<file path="config.mk">
export PLATFORM = sky130hd
export DESIGN_NAME = checksum_job_sched
export DESIGN_NICKNAME = d
export VERILOG_FILES = /design/src/rtl/checksum_sched_pkg.sv /design/src/rtl/checksum_job_sched_rr_arbiter.sv /design/src/rtl/checksum_job_sched.sv
export SDC_FILE = /design/constraint.sdc
export NUM_CORES = 1
export LEC_CHECK = 0
export CAP_MARGIN = 10
export CORE_MARGIN = 1.5
export CORE_UTILIZATION = 43
export CTS_CLUSTER_SIZE = 40
export DETAILED_ROUTE_END_ITERATION = 8
export PLACE_DENSITY_LB_ADDON = 0.3
export SYNTH_ARGS = -nofsm -noshare
export SYNTH_HDL_FRONTEND = slang
export SYNTH_SLANG_ARGS = --single-unit
</file>
<file path="constraint.sdc">
create_clock -name clk -period 6.13 [get_ports clk]
set_clock_uncertainty 0.15 [all_clocks]
set_input_delay 1.226 -clock clk [delete_from_list [all_inputs] [get_ports clk]]
set_output_delay 1.226 -clock clk [all_outputs]
set_load 0.05 [all_outputs]
</file>
<file path="src/rtl/checksum_sched_pkg.sv">
// Shared types and default widths for the checksum job scheduler.
// Widths match the checksum_top datapath the scheduler feeds.
package checksum_sched_pkg;

   localparam int DEF_IN_DATA_WIDTH = 17;
   localparam int DEF_POLY_WIDTH    = 17;
   localparam int DEF_SUM_WIDTH     = 34;

   typedef enum logic [1:0] {
      IDLE   = 2'd0,
      STREAM = 2'd1,
      WAIT   = 2'd2,
      RESP   = 2'd3
   } sched_state_t;

endpackage

</file>
<file path="src/rtl/checksum_job_sched_rr_arbiter.sv">
// Combinational round-robin select: first requester at or after rr_ptr, wrapping.
module sched_rr_arbiter
   import checksum_sched_pkg::*;
#(
   parameter int NUM_REQ  = 4,
   parameter int ID_WIDTH = 2
) (
   input  logic [NUM_REQ-1:0]  req,
   input  logic [ID_WIDTH-1:0] rr_ptr,
   output logic [NUM_REQ-1:0]  gnt_onehot,
   output logic [ID_WIDTH-1:0] gnt_id
);

   localparam int IW = ID_WIDTH + 1;

   logic [IW-1:0] idx;
   logic          found;

   always_comb begin
      gnt_onehot = '0;
      gnt_id     = '0;
      found      = 1'b0;
      idx        = '0;
      for (int unsigned i = 0; i < NUM_REQ; i++) begin
         idx = IW'(rr_ptr) + IW'(i);
         if (idx >= IW'(NUM_REQ))
            idx = idx - IW'(NUM_REQ);
         if (!found && req[idx[ID_WIDTH-1:0]]) begin
            found                          = 1'b1;
            gnt_id                         = idx[ID_WIDTH-1:0];
            gnt_onehot[idx[ID_WIDTH-1:0]] = 1'b1;
         end
      end
   end

endmodule

</file>
<file path="src/rtl/checksum_job_sched.sv">
// Round-robin job scheduler in front of one shared checksum_top datapath.
// Streams the granted burst, holds the polynomial for the whole job, returns a tagged result.
module checksum_job_sched
   import checksum_sched_pkg::*;
#(
   parameter int NUM_REQ        = 4,
   parameter int ID_WIDTH       = 2,
   parameter int IN_DATA_WIDTH  = DEF_IN_DATA_WIDTH,
   parameter int POLY_WIDTH     = DEF_POLY_WIDTH,
   parameter int SUM_WIDTH      = DEF_SUM_WIDTH,
   parameter int TIMEOUT_CYCLES = 64
) (
   input  logic                              clk,
   input  logic                              reset,
   input  logic [NUM_REQ-1:0]                req_vld,
   input  logic [NUM_REQ-1:0]                req_last,
   input  logic [NUM_REQ*IN_DATA_WIDTH-1:0]  req_data,
   input  logic [NUM_REQ*POLY_WIDTH-1:0]     req_poly,
   output logic [NUM_REQ-1:0]                req_rdy,
   output logic                              dp_in_vld,
   output logic [IN_DATA_WIDTH-1:0]          dp_in_data,
   output logic [POLY_WIDTH-1:0]             dp_poly,
   input  logic [SUM_WIDTH-1:0]              dp_out_data,
   input  logic                              dp_out_vld,
   output logic                              rsp_vld,
   input  logic                              rsp_rdy,
   output logic [SUM_WIDTH-1:0]              rsp_data,
   output logic [ID_WIDTH-1:0]               rsp_id,
   output logic                              rsp_timeout
);

   localparam int CNT_W = $clog2(TIMEOUT_CYCLES + 1);

   sched_state_t              state;
   logic [ID_WIDTH-1:0]       gnt_id;
   logic [ID_WIDTH-1:0]       rr_ptr;
   logic [ID_WIDTH-1:0]       arb_id;
   logic [NUM_REQ-1:0]        arb_onehot;
   logic [CNT_W-1:0]          tmo_cnt;
   logic [POLY_WIDTH-1:0]     sel_poly;
   logic [IN_DATA_WIDTH-1:0]  gnt_word;
   logic                      accept;

   sched_rr_arbiter #(
      .NUM_REQ  (NUM_REQ),
      .ID_WIDTH (ID_WIDTH)
   ) u_arb (
      .req        (req_vld),
      .rr_ptr     (rr_ptr),
      .gnt_onehot (arb_onehot),
      .gnt_id     (arb_id)
   );

   always_comb begin
      sel_poly = '0;
      for (int unsigned i = 0; i < NUM_REQ; i++)
         if (arb_onehot[i])
            sel_poly = req_poly[i*POLY_WIDTH +: POLY_WIDTH];
   end

   always_comb begin
      req_rdy = '0;
      if (state == STREAM)
         req_rdy[gnt_id] = 1'b1;
   end

   assign gnt_word = req_data[gnt_id*IN_DATA_WIDTH +: IN_DATA_WIDTH];
   assign accept   = (state == STREAM) && req_vld[gnt_id];

   always_ff @(posedge clk or negedge reset) begin
      if (!reset) begin
         state       <= IDLE;
         gnt_id      <= '0;
         rr_ptr      <= '0;
         tmo_cnt     <= '0;
         dp_in_vld   <= 1'b0;
         dp_in_data  <= '0;
         dp_poly     <= '0;
         rsp_vld     <= 1'b0;
         rsp_data    <= '0;
         rsp_id      <= '0;
         rsp_timeout <= 1'b0;
      end else begin
         case (state)
            IDLE: begin
               dp_in_vld <= 1'b0;
               if (|arb_onehot) begin
                  gnt_id  <= arb_id;
                  dp_poly <= sel_poly;
                  state   <= STREAM;
               end
            end
            STREAM: begin
               dp_in_vld <= accept;
               if (accept) begin
                  dp_in_data <= gnt_word;
                  if (req_last[gnt_id]) begin
                     tmo_cnt <= '0;
                     state   <= WAIT;
                  end
               end
            end
            WAIT: begin
               dp_in_vld <= 1'b0;
               // A result arriving on the timeout cycle still takes priority.
               if (dp_out_vld) begin
                  rsp_data    <= dp_out_data;
                  rsp_timeout <= 1'b0;
                  rsp_id      <= gnt_id;
                  rsp_vld     <= 1'b1;
                  state       <= RESP;
               end else if (tmo_cnt == CNT_W'(TIMEOUT_CYCLES - 1)) begin
                  rsp_data    <= '0;
                  rsp_timeout <= 1'b1;
                  rsp_id      <= gnt_id;
                  rsp_vld     <= 1'b1;
                  state       <= RESP;
               end else begin
                  tmo_cnt <= tmo_cnt + 1'b1;
               end
            end
            RESP: begin
               if (rsp_rdy) begin
                  rsp_vld <= 1'b0;
                  rr_ptr  <= (gnt_id == ID_WIDTH'(NUM_REQ - 1)) ? '0 : gnt_id + 1'b1;
                  state   <= IDLE;
               end
            end
            default: state <= IDLE;
         endcase
      end
   end

endmodule

</file>
### Word-level counts from Yosys, hierarchy flattened

Index checks and enable logic that the tools add are counted.

| word-level totals | value |
|---|---|
| register bits after elaboration | 86 |
| bits of input ports | 182 |
| word-level logic and storage cells | 142 |
| output and inout port bits | 77 |

| cells by class | value |
|---|---|
| reduce and logical (&&, ||, !) cells | 26 |
| multiplexer cells | 65 |
| $add $sub $neg | 9 |
| magnitude comparators | 14 |
| multipliers | 1 |
| eq/ne operators | 12 |
| bitwise logic cells | 3 |
| shifts and indexed selects | 1 |

Operators with widths:

| kind | count |
|---|---|
| $mux W17 | 4 |
| $mux W34 | 2 |
| $shiftx A68 B8 Y17 | 1 |
| $mux W2 | 17 |
| $mux W7 | 4 |
| $mux W4 | 5 |
| $mux W1 | 18 |
| $lt A2 B3 Y1 const B | 5 |
| $pmux W7 S2 | 1 |
| $bmux W1 S2 | 6 |
| $or A4 B4 Y4 | 3 |
| $demux W1 S2 | 5 |
| $ge A2 B1 Y1 const B | 5 |
| $ne A2 B2 Y1 const B | 5 |
| $reduce_and A5 Y1 | 2 |
| $ge A3 B3 Y1 const B | 3 |
| $logic_and A1 B1 Y1 | 9 |
| $pmux W2 S4 | 1 |
| $reduce_and A2 Y1 | 4 |
| $reduce_bool A2 Y1 | 4 |
| $sub A2 B1 Y2 const B | 4 |
| $add A7 B1 Y7 const B | 1 |
| $eq A7 B6 Y1 const B | 1 |
| $mul A2 B5 Y7 const B | 1 |
| 14 further kinds | 20 |

### Logic depth before layout (Yosys ltp)

| logic depth | value |
|---|---|
| depth in word-level cells | 18 |
| mapped depth | 14 |

### By module

Synthesis repeated with hierarchy kept, for this count alone.

| unflattened totals | value |
|---|---|
| cells, all modules | 446 |
| area, all modules | 4946.0 um2 |

Modules (own cells, without submodules):

| module | area an instance (um2) | sequential area each (um2) | cells an instance | instances |
|---|---|---|---|---|
| checksum_job_sched | 4526.8 | 2152.1 | 400 | 1 |
| sched_rr_arbiter | 419.2 | 0.0 | 46 | 1 |

### Worst setup path before layout

No wires, ideal clock.

| timing path | value |
|---|---|
| kind | in2reg |
| from | in req_vld[1] |
| to | reg dp_poly[10] |
| stages | 11 |
| arrival time | 3466 ps |
| library setup time | 126 ps |
| slack | 2388 ps |
| required time | 5854 ps |
| cell sequence | clkbuf_2 -> mux4_2 -> nor2b_4 -> a22o_1 -> a221o_1 -> buf_6 -> o41a_1 -> buf_6 -> buf_2 -> nor2_1 -> a31oi_1 |

| between the ends | value |
|---|---|
| word-level cells in the longest chain between the ends | 16 |
| elaborated cells between the ends (all ways) | 30 |
| classes of those cells | 19 x mux; 3 x bitwise; 8 x reduce/logical |

RTL lines:

| item | RTL line | text |
|---|---|---|
| start: declaration | checksum_job_sched.sv:15 | `input logic [NUM_REQ-1:0] req_vld,` |
| $bmux W1 S2 | checksum_job_sched_rr_arbiter.sv:28 | `if (!found && req[idx[ID_WIDTH-1:0]]) begin` |
| $mux W1 (not written as such) | checksum_job_sched_rr_arbiter.sv:28 |  |
| $mux W1 | checksum_job_sched_rr_arbiter.sv:28 |  |
| $logic_not A1 Y1 | checksum_job_sched_rr_arbiter.sv:28 |  |
| $logic_and A1 B1 Y1 | checksum_job_sched_rr_arbiter.sv:28 |  |
| $mux W1 | checksum_job_sched_rr_arbiter.sv:28 |  |
| $logic_not A1 Y1 | checksum_job_sched_rr_arbiter.sv:28 |  |
| $logic_and A1 B1 Y1 | checksum_job_sched_rr_arbiter.sv:28 |  |
| $mux W1 | checksum_job_sched_rr_arbiter.sv:28 |  |
| $logic_not A1 Y1 | checksum_job_sched_rr_arbiter.sv:28 |  |
| $logic_and A1 B1 Y1 | checksum_job_sched_rr_arbiter.sv:28 |  |
| $mux W4 * | checksum_job_sched_rr_arbiter.sv:28 |  |
| $mux W17 (4 in a row) | checksum_job_sched.sv:57 | `if (arb_onehot[i])` |
| end signal: assignment | checksum_job_sched.sv:89 | `dp_poly <= sel_poly;` |
| end: declaration | checksum_job_sched.sv:22 | `output logic [POLY_WIDTH-1:0] dp_poly,` |

Every way passes the cells marked *; elsewhere a longest branch is shown, timed or not. The select of a mux whose other input is x is not followed.
A chain may end at the register's enable or synchronous reset.

### Worst setup path in the final report

| timing path | value |
|---|---|
| from | in req_vld[3] |
| to | reg dp_poly[2] |

Same word-level chain as after synthesis.

==> metrics <==
RePlAce Congestion=about 0.9; CTS H-Tree Depth=3; reg2reg start=rr_ptr[0]; Ant. Diodes=0; post-synthesis sequential area ratio=between 40% and 50%; Post-Syn Area per Cell=10.8 um2; clock tree root buffer cell=clkbuf_16; first-pass iteration count of the detailed router=4; hold path endpoint=dp_in_vld; Initial DRC Count=270; EDFF count, synth=0; outcome=complete, no violations; port bufs=around 260; WS Path Type=input pin to register; starting density of the core=approximately 45%; post-layout minimum cycle time=4.29 ns; Placed Cells=823; setup TNS=0 ns; worst-margin pin slew=1.08 ns; Core Region=11000 um2; Die X-Extent=110 um; Max VDD drop=0.345 mV; CTS clk-pin slew, worst paths=0.06 ns; Chip Height=around 110 um; I/O pins=between 200 and 300; later-pin clock latency in the skew report=0.32 ns; Worst Min Path Start=dp_in_vld; Synth Flop Type=dfrtp_1; post-DR vias/cell=5.56; LEAKAGE=3.21 nW; flops & latches, synth=86; Reg2Reg Depth=10; HPWL Detailed=11100 um; max_cap viols=0; GR Overflow Total=0; drt drc=0; final hold vios=0; critical path required time=6.23 ns; DP Worst Slack=1.57 ns; slack of the critical path=1.84 ns; worst hold slack=0.339 ns; most frequent cells in the layout=257 x clkdlybuf4s50_1, 86 x dfrtp_1, 49 x nand2_1; Post-Syn Nets=654; layout cell share with drive strength beyond 1=12.3%; endpoints failing setup=0; post-route clock period utilization=69.9%; initial antenna violation count=0; Hold WC Path Type=register to register; CP max FO=17; Slew HR=28.1%; Max clock buf depth=2; via count=4667; final net count=between 800 and 900; final WL=14500 um; Synth Cell Area=4920 um2; vias in the first global route=4810; arrival time at the worst endpoint=4.38 ns; commonest non-fill, non-tap cell in the layout=clkdlybuf4s50_1; first-pass GRT wire length=~22000 um; Layout Cells excl Fill=840; Synth cell types=between 40 and 50; site row count=38; PD cells=between 500 and 600 nW/um2; Max Transition Viols Final=0; Area Growth Syn to Fin=59.9%; number of gates resized after cts=0; DRT antenna net count=0; R2R Path End=dp_poly[10]; GRT Util Overall=23.8%; Crit. End Element=register; Startpoint Class=input pin; FMAX=0.233 GHz; die area=12100 um2; reg2reg setup slack=approximately 2.0 ns; Hold Path Depth=2; CTS tree=built; setup bufs post-CTS=0; RSZ-0062 raised after global routing=no; Yosys Warn Count=0; # clock sinks=86; FFs w/ async S/R, synth=100%; Routed WL per cell=17.3 um; CTS Buf Count=9; number of hold buffers added after CTS=0; largest net degree at the start of global routing=slightly below 90; Post-Syn Instances=roughly 460
## kinds of logic after synthesis
family          share of synthesized area, %
compound gates                          19.9
simple gates                            12.0
mux                                     15.9
fa+ha+maj                               4.07
buf+inv                                 4.40
flops                                   43.7
## routing by layer
layer	wire length, um	track usage (%)	vias to the layer above
met2	7690	43.8	195
met1	5290	25.7	2245
met5	0	0	-
met3	1050	5.94	36
li1	-	-	2191
met4	490	10.6	0
## layout make-up
class,count,area (um2)
multi-input cells,325,2560
fillers,816,3110
repair buffers,264,2630
well taps,140,175
clock inverters,7,103
inverters,9,33.8
flip-flops and latches,86,2150
clock buffers,9,225
## synth_stat cells, drive strengths merged (2+ instances only)
master,count,share of area (%)
nand2,49,3.7
ha,16,4.1
nor3b,2,0.31
a211oi,2,0.31
a221o,3,0.61
or3,3,0.38
a21o,2,0.31
a221oi,2,0.61
nand3,24,2.4
nand2b,3,0.38
nor3,2,0.20
mux2i,4,0.81
o21ai,32,3.3
a31oi,19,2.4
nor2b,5,0.79
and2,7,0.89
dfrtp,86,44
mux2,22,5.0
mux4,22,10
nor2,26,2.0
o31ai,4,0.61
and3,2,0.25
a31o,17,3.0
a22o,37,6.6
a21oi,10,1.0
buf,16,2.2
clkbuf,20,1.6
inv,9,0.69
## flip-flops by register name, summed over array words and instances (netlist names), 2 cells and up
register,flops
rsp_data,34
dp_in_data,17
dp_poly,17
tmo_cnt,7
gnt_id,2
rr_ptr,2
rsp_id,2
state,2
## power by group
| group | internal [mW] | switching, mW | total (mW) |
|---|---|---|---|
| Clock | 0.363 | 0.227 | 0.590 |
| Sequential | 0.832 | 0.205 | 1.04 |
| Combinational | 1.20 | 1.77 | 2.97 |
## worst max-delay path by stage
| stage | startpoint | to | slack, ns | cells past startpoint |
|---|---|---|---|---|
| finish | req_vld[3] | dp_poly[2] | 1.84 | 8 |
| global route | req_vld[3] | dp_poly[0] | 1.49 | 8 |
| CTS | req_vld[3] | dp_poly[1] | 1.93 | 8 |
| detailed placement | req_vld[3] | dp_poly[0] | 1.57 | 8 |
| global placement | req_vld[0] | dp_poly[10] | 1.71 | 9 |
| floorplan | req_vld[1] | dp_poly[10] | 2.39 | 11 |
## critical path, cell delays in order
cell and delay [ns]:
clkdlybuf4s50_1 0.57, mux2_2 0.34, mux2i_1 0.57, nor2_1 0.14
a221oi_2 0.82, o21ai_0 0.26, a31o_2 0.29, a31oi_1 0.15
## stage by stage
stage	area [um2]	util, %	power (mW)
after floorplan	4920	-	3.12
after global placement	7530	68.6	3.92
after detailed placement	7530	68.6	4.01
after CTS	7860	71.6	4.62
after global routing	7870	71.7	4.88
final	7870	71.7	4.60
(Power assumes the default switching activity.)
